`src/rtl/mul_feed_421.sv`:
```
// Sequential shift-add multiplier for mod-421 operands with a single conditional fold
// so the product fits the 17-bit Barrett input. Optional operand range flag: MUL_FEED_421_RANGE_CHECK_EN.
module mul_feed_421 (
   input  logic        clk,
   input  logic        rst_n,
   input  logic        in_valid,
   output logic        in_ready,
   input  logic [8:0]  in_a,
   input  logic [8:0]  in_b,
   output logic        out_valid,
   input  logic        out_ready,
   output logic [16:0] out_p,
   output logic        err
);

   localparam int unsigned OP_W  = 9;
   localparam int unsigned ACC_W = 18;
   localparam int unsigned CNT_W = 4;
   localparam int unsigned P_W   = 17;

   localparam logic [ACC_W-1:0] FOLD_LIM = 18'd131072;
   localparam logic [ACC_W-1:0] FOLD_K   = 18'd107776;
   localparam logic [CNT_W-1:0] LAST_BIT = 4'd8;

   typedef enum logic [1:0] {IDLE, BUSY, FOLD, DONE} state_t;

   state_t            state_q, state_d;
   logic [OP_W-1:0]   a_q, a_d;
   logic [OP_W-1:0]   b_q, b_d;
   logic [ACC_W-1:0]  acc_q, acc_d;
   logic [CNT_W-1:0]  cnt_q, cnt_d;
   logic [P_W-1:0]    p_q, p_d;
   logic              in_ready_q, in_ready_d;
   logic              out_valid_q, out_valid_d;
`ifdef MUL_FEED_421_RANGE_CHECK_EN
   logic              err_q, err_d;
`endif

   // State and datapath registers
   always_ff @(posedge clk or negedge rst_n) begin
      if (!rst_n) begin
         state_q     <= IDLE;
         a_q         <= '0;
         b_q         <= '0;
         acc_q       <= '0;
         cnt_q       <= '0;
         p_q         <= '0;
         in_ready_q  <= 1'b1;
         out_valid_q <= 1'b0;
`ifdef MUL_FEED_421_RANGE_CHECK_EN
         err_q       <= 1'b0;
`endif
      end else begin
         state_q     <= state_d;
         a_q         <= a_d;
         b_q         <= b_d;
         acc_q       <= acc_d;
         cnt_q       <= cnt_d;
         p_q         <= p_d;
         in_ready_q  <= in_ready_d;
         out_valid_q <= out_valid_d;
`ifdef MUL_FEED_421_RANGE_CHECK_EN
         err_q       <= err_d;
`endif
      end
   end

   // Next-state, shift-add step and fold
   always_comb begin
      state_d = state_q;
      a_d     = a_q;
      b_d     = b_q;
      acc_d   = acc_q;
      cnt_d   = cnt_q;
      p_d     = p_q;
`ifdef MUL_FEED_421_RANGE_CHECK_EN
      err_d   = err_q;
`endif
      case (state_q)
         IDLE: begin
            if (in_valid) begin
               a_d     = in_a;
               b_d     = in_b;
               acc_d   = '0;
               cnt_d   = '0;
               state_d = BUSY;
`ifdef MUL_FEED_421_RANGE_CHECK_EN
               err_d   = (in_a >= 9'd421) || (in_b >= 9'd421);
`endif
            end
         end
         BUSY: begin
            if (b_q[cnt_q]) begin
               acc_d = acc_q + (ACC_W'(a_q) << cnt_q);
            end
            cnt_d = cnt_q + 4'd1;
            if (cnt_q == LAST_BIT) begin
               state_d = FOLD;
            end
         end
         FOLD: begin
            // 107776 = 421*256, so subtracting it preserves the residue
            p_d     = (acc_q >= FOLD_LIM) ? P_W'(acc_q - FOLD_K) : P_W'(acc_q);
            state_d = DONE;
         end
         DONE: begin
            if (out_ready) begin
               state_d = IDLE;
`ifdef MUL_FEED_421_RANGE_CHECK_EN
               err_d   = 1'b0;
`endif
            end
         end
         default: state_d = IDLE;
      endcase
      in_ready_d  = (state_d == IDLE);
      out_valid_d = (state_d == DONE);
   end

   assign in_ready  = in_ready_q;
   assign out_valid = out_valid_q;
   assign out_p     = p_q;
`ifdef MUL_FEED_421_RANGE_CHECK_EN
   assign err       = err_q;
`else
   assign err       = 1'b0;
`endif

endmodule

```
`config.mk`:
```
export PLATFORM = sky130hd
export DESIGN_NAME = mul_feed_421
export DESIGN_NICKNAME = d
export VERILOG_FILES = /design/src/rtl/mul_feed_421.sv
export SDC_FILE = /design/constraint.sdc
export NUM_CORES = 1
export LEC_CHECK = 0
export ABC_AREA = 1
export BUFFER_PORTS_ARGS = -buffer_cell sky130_fd_sc_hd__buf_2
export CORE_ASPECT_RATIO = 0.8
export CORE_MARGIN = 2
export CORE_UTILIZATION = 60
export CTS_CLUSTER_DIAMETER = 50
export DETAILED_ROUTE_END_ITERATION = 8
export PLACE_DENSITY = 0.89
export SYNTH_ARGS = -nofsm -noshare
export SYNTH_HDL_FRONTEND = slang
export SYNTH_SLANG_ARGS = --single-unit
export TNS_END_PERCENT = 20
```
`constraint.sdc`:
```
create_clock -name clk -period 3.14 [get_ports clk]
set_input_delay 0.471 -clock clk [delete_from_list [all_inputs] [get_ports clk]]
set_output_delay 0.471 -clock clk [all_outputs]
set_load 0.05 [all_outputs]
```
Yosys cells after proc, flatten, opt, wreduce, memory -nomap -nowiden:

Index checks and enable logic that the tools add are counted.

* bits in registers: 61
* input bits: 22
* output and inout port bits: 20
* word-level logic and storage cells: 39

* $add $sub $neg: 3
* $lt $le $gt $ge: 2
* equality and inequality tests: 7
* shifts and indexed selects: 1
* mux-type cells: 12
* reduce and logical (&&, ||, !) cells: 6

Operators with widths (number)
* $mux 18: 2
* $pmux 18 s2: 1
* $add 18x18->18: 1
* $ge 18x18->1 const B: 1
* $shl 9x4->18: 1
* $mux 17: 1
* $sub 17x17->17 const B: 1
* $pmux 2 s4: 1
* $pmux 4 s2: 1
* $eq 2x2->1 const B: 3
* $mux 2: 3
* $lt 4x5->1 const B: 1
* $add 4x1->4 const B: 1
* $bmux 1 s4: 1
* $eq 4x4->1 const B: 1
* $logic_not 2->1: 2
* $mux 4: 1
* $ne 2x2->1 const B: 2
* $reduce_and 2->1: 2
* $reduce_and 3->1: 1
* $eq 2x1->1 const B: 1
* $reduce_bool 2->1: 1
* $mux 1: 1

Logic depth before layout (Yosys ltp):

Gate-level depths: netlist of run 1.

* depth in word-level cells: 4
* depth in mapped cells: 23
* gate-level depth less buffers: 22

Least setup slack after synthesis of run 1:

Ideal clock, no wire load.

* kind: register -> register
* from: register cnt_q[0]
* to: register acc_q[17]
* library setup time: 117 ps
* arrival time: 2336 ps
* data required time: 3023 ps
* setup slack: 687 ps
* cell stages (with the launch flop): 18
* path buffers: 2
* clock period less this slack: 2453 ps
* cell sequence: dfrtp_1 -> buf_6 -> buf_6 -> o21ai_0 -> o21ai_0 -> o21ai_0 -> o22ai_1 -> ha_1 -> a21oi_1 -> inv_1 -> nor2_1 -> nand3_1 -> nand2_1 -> nand2_1 -> inv_1 -> nand2_1 -> nand3_1 -> nand2_1

* word-level cells in the longest chain between the ends: 4
* elaborated cells on any way between the ends: 8
* those cells by class: add/sub (1); eq/ne (1); shift (1); mux (4); reduce/logical (1)

Ends and longest elaborated chain
* from (decl): line 31 `logic [CNT_W-1:0] cnt_q, cnt_d;`
* from (signal assigned): line 58 `cnt_q <= cnt_d;`
* $shl 9x4->18 / $bmux 1 s4 (equally long branches): line 94, 93
* $add 18x18->18 / $mux 1 (equally long branches): line 94, 93
* $mux 18 / $ne 2x2->1 (equally long branches)
* $pmux 18 s2 / $reduce_and 3->1 (equally long branches)
* to (signal assigned): line 45 `acc_q <= '0;`
* to (signal assigned): line 57 `acc_q <= acc_d;`
* to (decl): line 30 `logic [ACC_W-1:0] acc_q, acc_d;`

Parallel ways exist; a longest one is shown, timed or not. The select of a mux whose other input is x is not followed.
A chain may end at the register's enable or synchronous reset.

Final worst setup path of run 1:

* from: register cnt_q[0]
* to: register acc_q[12]

Same word-level chain as after synthesis.

==> results of run 1 <==
-- repair_timing --
action | in CTS | in global routing
setup endpoints to repair | 0 | 8
gates resized for setup | 0 | 6
endpoints found under the hold margin | 0 | 0
setup buffers | 0 | 0
-- through the flow --
| stage | utilization | hold slack (ns) | cell area (um2) | instances |
|---|---|---|---|---|
| 6_report | 0.698 | 0.0740 | 4520 | 681 |
| 5_1_grt | 0.698 | 0.107 | 4520 | 681 |
| 4_1_cts | 0.696 | 0.0990 | 4510 | 681 |
| 3_5_place_dp | 0.664 | 0.458 | 4300 | 665 |
| 3_3_place_gp | 0.664 | 0.453 | 4300 | 665 |
| 2_1_floorplan | - | 0.175 | 4070 | 551 |
-- cell families (layout without fill, tap and decap cells) --
logic type	after synthesis	in the layout	share of synthesized area
AOI/OAI and AO/OA	106	106	0.147
xor gates and xnor gates	12	12	0.0258
adders and majority gates	22	22	0.0695
buffers and inverters	75	121	0.0861
DFF	61	61	0.376
muxes	11	11	0.0305
other	1	1	0.000922
and+or+nand+nor	263	263	0.264
-- Yosys cell counts, drive strengths merged --
master,number
xor2,7
dfrtp,60
mux2,11
a21oi,29
dfstp,1
a31o,1
nand3,32
fa,1
o21bai,2
conb,1
o211ai,3
a22oi,1
clkbuf,4
buf,14
a21o,1
o22ai,6
nand4,2
a31oi,3
o221ai,1
xnor2,5
nand2,167
o21a,4
nor3,1
inv,57
nand3b,1
ha,21
o21ai,55
nor4,2
nor2,58
-- final cells by class --
class                      instances  share of cell area
clock buffer                      11              0.0335
inverter                          57              0.0474
clock inverter                     5              0.0127
multi-input combinational        415               0.487
timing repair buffer              48              0.0576
sequential                        61               0.339
tap                               84              0.0233
-- worst paths after layout --
kind                                              end  cells after the start  slack (ns)
worst max-delay path            acc_q[12]$_DFFE_PN0P_                     16        0.21
worst min-delay path               a_q[5]$_DFFE_PN0P_                      1        0.07
worst max register to register  acc_q[12]$_DFFE_PN0P_                     16        0.21
worst min register to register   out_p[7]$_DFFE_PN0N_                      2        0.48
max in group asynchronous          in_ready$_DFF_PN1_                      2        2.32
min in group clk                  out_valid$_DFF_PN0_                      2        0.33
-- state kept, by name, summed over array words and instances (netlist names) --
signal,flops
a_q,9
cnt_q,4
in_ready,1
out_valid,1
b_q,9
state_q,2
out_p,17
acc_q,18
-- routing by layer --
layer / share of wire / GRT usage
met2: 0.45 / 0.460
met5: 0 / 0
met3: 0.077 / 0.0583
met1: 0.47 / 0.444
met4: 0.012 / 0.0871
-- critical path: cells and delay by family, from the launching register on --
kind | cells | cell delay (ns)
AO/OA/AOI/OAI | 2 | 0.38
adder cells (fa/ha/maj) | 1 | 0.46
buffers and inverters | 3 | 0.39
flip-flops | 1 | 0.47
AND/OR/NAND/NOR | 10 | 1.10
==> impl_metrics.py, run 1 <==
metrics = {
    "final_layout": {
        "layout_common_cells": "nand2_1, dfrtp_1, nor2_1",
        "regArea_um2": 1530,
        "final_nets": 636,
        "syn_to_final_growth_pct": 11.0,
        "n_fill_cell": 543,
        "multi_input_area_um2": 2200,
        "diodes": 0,
        "mostFrequentLayoutCell": "nand2_1",
        "drive_above_1_share": 0.166,
    },
    "grt": {
        "gr-total-overflow": 0,
        "grt_use_total": 0.305,
        "grt_pass1_vias": 3588,
        "antenna_found_initial": 0,
        "grt_max_degree": 30,
        "grt_pass1_wl_um": 17500,
    },
    "route": {
        "avgRoutedWirePerCell_um": 15.4,
        "drt_iter0_markers": 292,
        "drc": 0,
        "drt-vias-per-instance": 5.72,
        "num_vias": 3896,
        "drt_first_pass_iters": 5,
        "routed_wl_um": 10500,
        "ant_nets": 0,
    },
    "sta": {
        "setup_viol": 0,
        "slew_headroom": 0.546,
        "tightest_slew_ns": 0.681,
        "hold_viol": 0,
        "fin_crit_ns": 2.93,
        "skew_ns": 0.00961,
        "fin_crit_sh": 0.932,
        "setup_ws_ns": 0.212,
        "maxSlewViolCount": 0,
        "grt_setup_unrepaired": "no",
        "setup-tns-final_ns": 0,
        "fmax_ghz": 0.342,
    },
    "place": {
        "dp_hpwl_um": 8090,
        "port_buffers": 40,
        "globalplace.congestion": 1.06,
        "dp_worst_setup_slack_ns": 0.0830,
    },
    "critical_path": {
        "worstSetupPathType": "flip-flop to flip-flop",
        "r2r-start": "cnt_q[0]$_DFFE_PN0P_",
        "worstPathCellList": "inv_1 -> buf_4 -> nand2_1 -> nand2_1 -> nand2_1 -> nor2_1 -> inv_1 -> fa_1 -> o21ai_1 -> nand2_1 -> nand2_1 -> nand2_1 -> nand2_1 -> nand2_1 -> nand2_1 -> o21ai_2",
        "worstPathMaxFanout": 13,
        "crit_slowest_cell": "dfrtp_2",
        "crit_path_start_kind": "flip-flop",
        "timing.critical_path.mode_cell": "nand2_1",
        "crit_arrival_ns": 3.18,
        "max_stage_delay_ns": 0.47,
        "critPathCaptureType": "flip-flop",
        "worstSetupStartpoint": "cnt_q[0]$_DFFE_PN0P_",
        "critPathRequiredTime_ns": 3.39,
    },
    "synthesis": {
        "ys_seq_area_frac": 0.376,
        "syn_nets": 595,
        "synth_area_um2": 4070,
        "syn_avg_cell_area_um2": 7.38,
        "synth_seq_cells": 61,
        "synthTopCellsByArea": "dfrtp_1, nand2_1, ha_1",
        "synth_top_area_share": 0.369,
        "yosys.area.top_type": "dfrtp_1",
        "yosys_warnings": 0,
        "ys_types": 38,
        "syn_inst": 551,
    },
    "run": {
        "cap_violations": 0,
    },
    "min_path": {
        "hold_class": "primary input to asynchronous set/reset pin",
    },
    "run_status": {
        "status": "complete, no violations",
    },
    "cts": {
        "cts_buffer_depth": 2,
        "clock_tree.root_cell": "clkbuf_8",
        "numCtsBuffers": 9,
        "cts.reportedPaths.clkPinSlew_ns": 0.07,
        "cts.sink_count": 61,
        "cts_tree": "done",
        "postCtsHoldBufs": 0,
        "cts_max_level": 3,
        "clkLatencyLatePin_ns": 0.36,
    },
    "floorplan": {
        "dieHeight_um": 77.6,
        "die_w_um": 96.1,
        "die_area_um2": 7460,
        "coreArea_um2": 6470,
        "pin_count": 42,
        "initial_core_util": 0.628,
        "row_count": 26,
    },
}
Power of run 1 is not shown: default switching activity piles up to over one toggle a cycle in this logic, so the estimate is an artifact.
==> run 2: changes to the inputs <==
CORE_UTILIZATION = 35   (was 60)
PLACE_DENSITY = 0.6   (was 0.89)
SETUP_SLACK_MARGIN = 0.2   (was default)
==> run 2 against run 1 <==
Utilization shrank 29 points. Largest cell class unchanged. Fmax grew 6.8%. Worst hold slack gained 0.29 ns.
==> impl_metrics.py, run 2 (same netlist as run 1, synthesis figures left out) <==
metrics = {
    "route": {
        "dr_wl_met2_um": 4420,
        "met3_length_um": 355,
        "ant_nets": 0,
        "drc": 0,
        "drt_first_pass_iters": 4,
        "highest_layer": "met4",
        "drt_iter0_markers": 238,
        "wl_met1_um": 5480,
        "drt-vias-per-instance": 4.90,
        "avgRoutedWirePerCell_um": 13.9,
        "num_vias": 3653,
        "routed_wl_um": 10400,
    },
    "cts": {
        "cts_tree": "done",
        "cts_buffer_depth": 2,
        "clkLatencyLatePin_ns": 0.33,
        "cts.sink_count": 61,
        "cts_setup_buffers": 0,
        "numCtsBuffers": 9,
        "cts_max_level": 3,
        "cts.reportedPaths.clkPinSlew_ns": 0.06,
        "clock_tree.root_cell": "clkbuf_16",
    },
    "floorplan": {
        "initial_core_util": 0.356,
        "die_area_um2": 12500,
        "row_count": 35,
        "pin_count": 42,
        "dieHeight_um": 100,
        "die_w_um": 125,
        "coreArea_um2": 11400,
    },
    "sta": {
        "setup-tns-final_ns": 0,
        "maxSlewViolCount": 0,
        "hold_viol": 0,
        "slew_headroom": 0.236,
        "fin_crit_ns": 2.74,
        "setup_viol": 0,
        "tightest_slew_ns": 1.15,
        "fmax_ghz": 0.365,
        "skew_ns": 0.00689,
        "fin_crit_sh": 0.873,
        "grt_setup_unrepaired": "yes",
    },
    "grt": {
        "grt_max_degree": 52,
        "gr-total-overflow": 0,
        "grt_pass1_vias": 3485,
        "grt_use_total": 0.176,
        "grt_pass1_wl_um": 17700,
        "antenna_found_initial": 0,
    },
    "critical_path": {
        "reg2reg_slack_ns": 0.40,
        "r2r-end": "acc_q[13]$_DFFE_PN0P_",
        "critPathCaptureType": "flip-flop",
        "worstSetupPathType": "flip-flop to flip-flop",
        "worstPathMaxFanout": 22,
        "r2r-start": "cnt_q[0]$_DFFE_PN0P_",
        "critPathRequiredTime_ns": 3.36,
        "reg2reg_depth": 15,
        "crit_path_start_kind": "flip-flop",
        "crit_arrival_ns": 2.96,
    },
    "min_path": {
        "hold_start": "out_ready",
        "min_path_cells": 2,
        "hold_class": "primary input to flip-flop",
        "worstHoldEndpoint": "out_valid$_DFF_PN0_",
    },
    "place": {
        "globalplace.congestion": 0.894,
        "port_buffers": 40,
        "dp_hpwl_um": 8060,
    },
    "final_layout": {
        "mostFrequentLayoutCell": "nand2_1",
        "n_fill_cell": 1194,
        "final_util": 0.409,
        "top_register": "acc_q",
        "final_nets": 637,
        "syn_to_final_growth_pct": 14.8,
        "layout_common_cells": "nand2_1, dfrtp_1, nor2_1",
        "diodes": 0,
        "drive_above_1_share": 0.167,
        "largest_reg_flops": 18,
    },
    "run": {
        "cap_violations": 0,
    },
    "run_status": {
        "status": "complete, no violations",
    },
}
run 2: changes by cell type in the layout (fill, tap and decap cells not counted), moves of 2 or more:
cell	before	now
o21ai_1	13	16
clkbuf_1	0	2
clkbuf_16	0	9
o21ai_0	36	33
clkbuf_8	11	0
clkinvlp_4	0	2
run 2: worst max path at each step:
| stage | from | to | slack (ns) | depth (start not counted) |
|---|---|---|---|---|
| detailed placement | cnt_q[0]$_DFFE_PN0P_ | acc_q[13]$_DFFE_PN0P_ | 0.13 | 14 |
| global route | cnt_q[0]$_DFFE_PN0P_ | acc_q[13]$_DFFE_PN0P_ | 0.13 | 17 |
| CTS | cnt_q[1]$_DFFE_PN0P_ | acc_q[13]$_DFFE_PN0P_ | 0.24 | 15 |
| finish | cnt_q[0]$_DFFE_PN0P_ | acc_q[13]$_DFFE_PN0P_ | 0.40 | 15 |
| floorplan | cnt_q[0]$_DFFE_PN0P_ | acc_q[17]$_DFFE_PN0P_ | 0.69 | 17 |
| global placement | cnt_q[0]$_DFFE_PN0P_ | acc_q[13]$_DFFE_PN0P_ | 0.15 | 14 |
run 2: layout make-up:
class                      count  area (um2)  area share
multi-input combinational    415        2210       0.473
inverter                      57         216      0.0463
sequential                    61        1530       0.327
tap                          148         185      0.0396
clock buffer                  11         233      0.0498
clock inverter                 5        30.0     0.00643
timing repair buffer          49         268      0.0573
run 2: critical path, stage by stage (launching register included):
cell	delay [ns]
dfrtp_1	0.38
buf_4	0.21
nand2_1	0.09
o21ai_1	0.10
o21ai_0	0.26
o21ai_1	0.15
o22ai_1	0.18
ha_2	0.36
a21oi_4	0.18
inv_1	0.06
nor2_1	0.13
nand3_2	0.17
nand2_1	0.10
nand2_1	0.06
nor2_1	0.12
o21ai_2	0.07
run 2: per-layer routing:
layer | vias up | track usage
li1 | 1889 | -
met1 | 1702 | 0.256
met2 | 52 | 0.269
met3 | 10 | 0.0288
met4 | 0 | 0.0570
met5 | - | 0
run 2: timing repair:
| item | 4_1_cts | 5_1_grt |
|---|---|---|
| setup endpoints to repair | 2 | 11 |
| gates resized for setup | 2 | 11 |
| hold buffers | 0 | 0 |
| pin swaps | 0 | 1 |
run 2: stage by stage:
stage	instances	hold WS [ns]	setup slack [ns]	instance area, um2
floorplan	551	0.175	0.687	4070
global placement	730	0.458	0.148	4380
detailed placement	730	0.470	0.132	4380
CTS	746	0.357	0.235	4650
global route	746	0.370	0.134	4670
finish	746	0.360	0.399	4670
Power of run 2 is left out for the same reason.
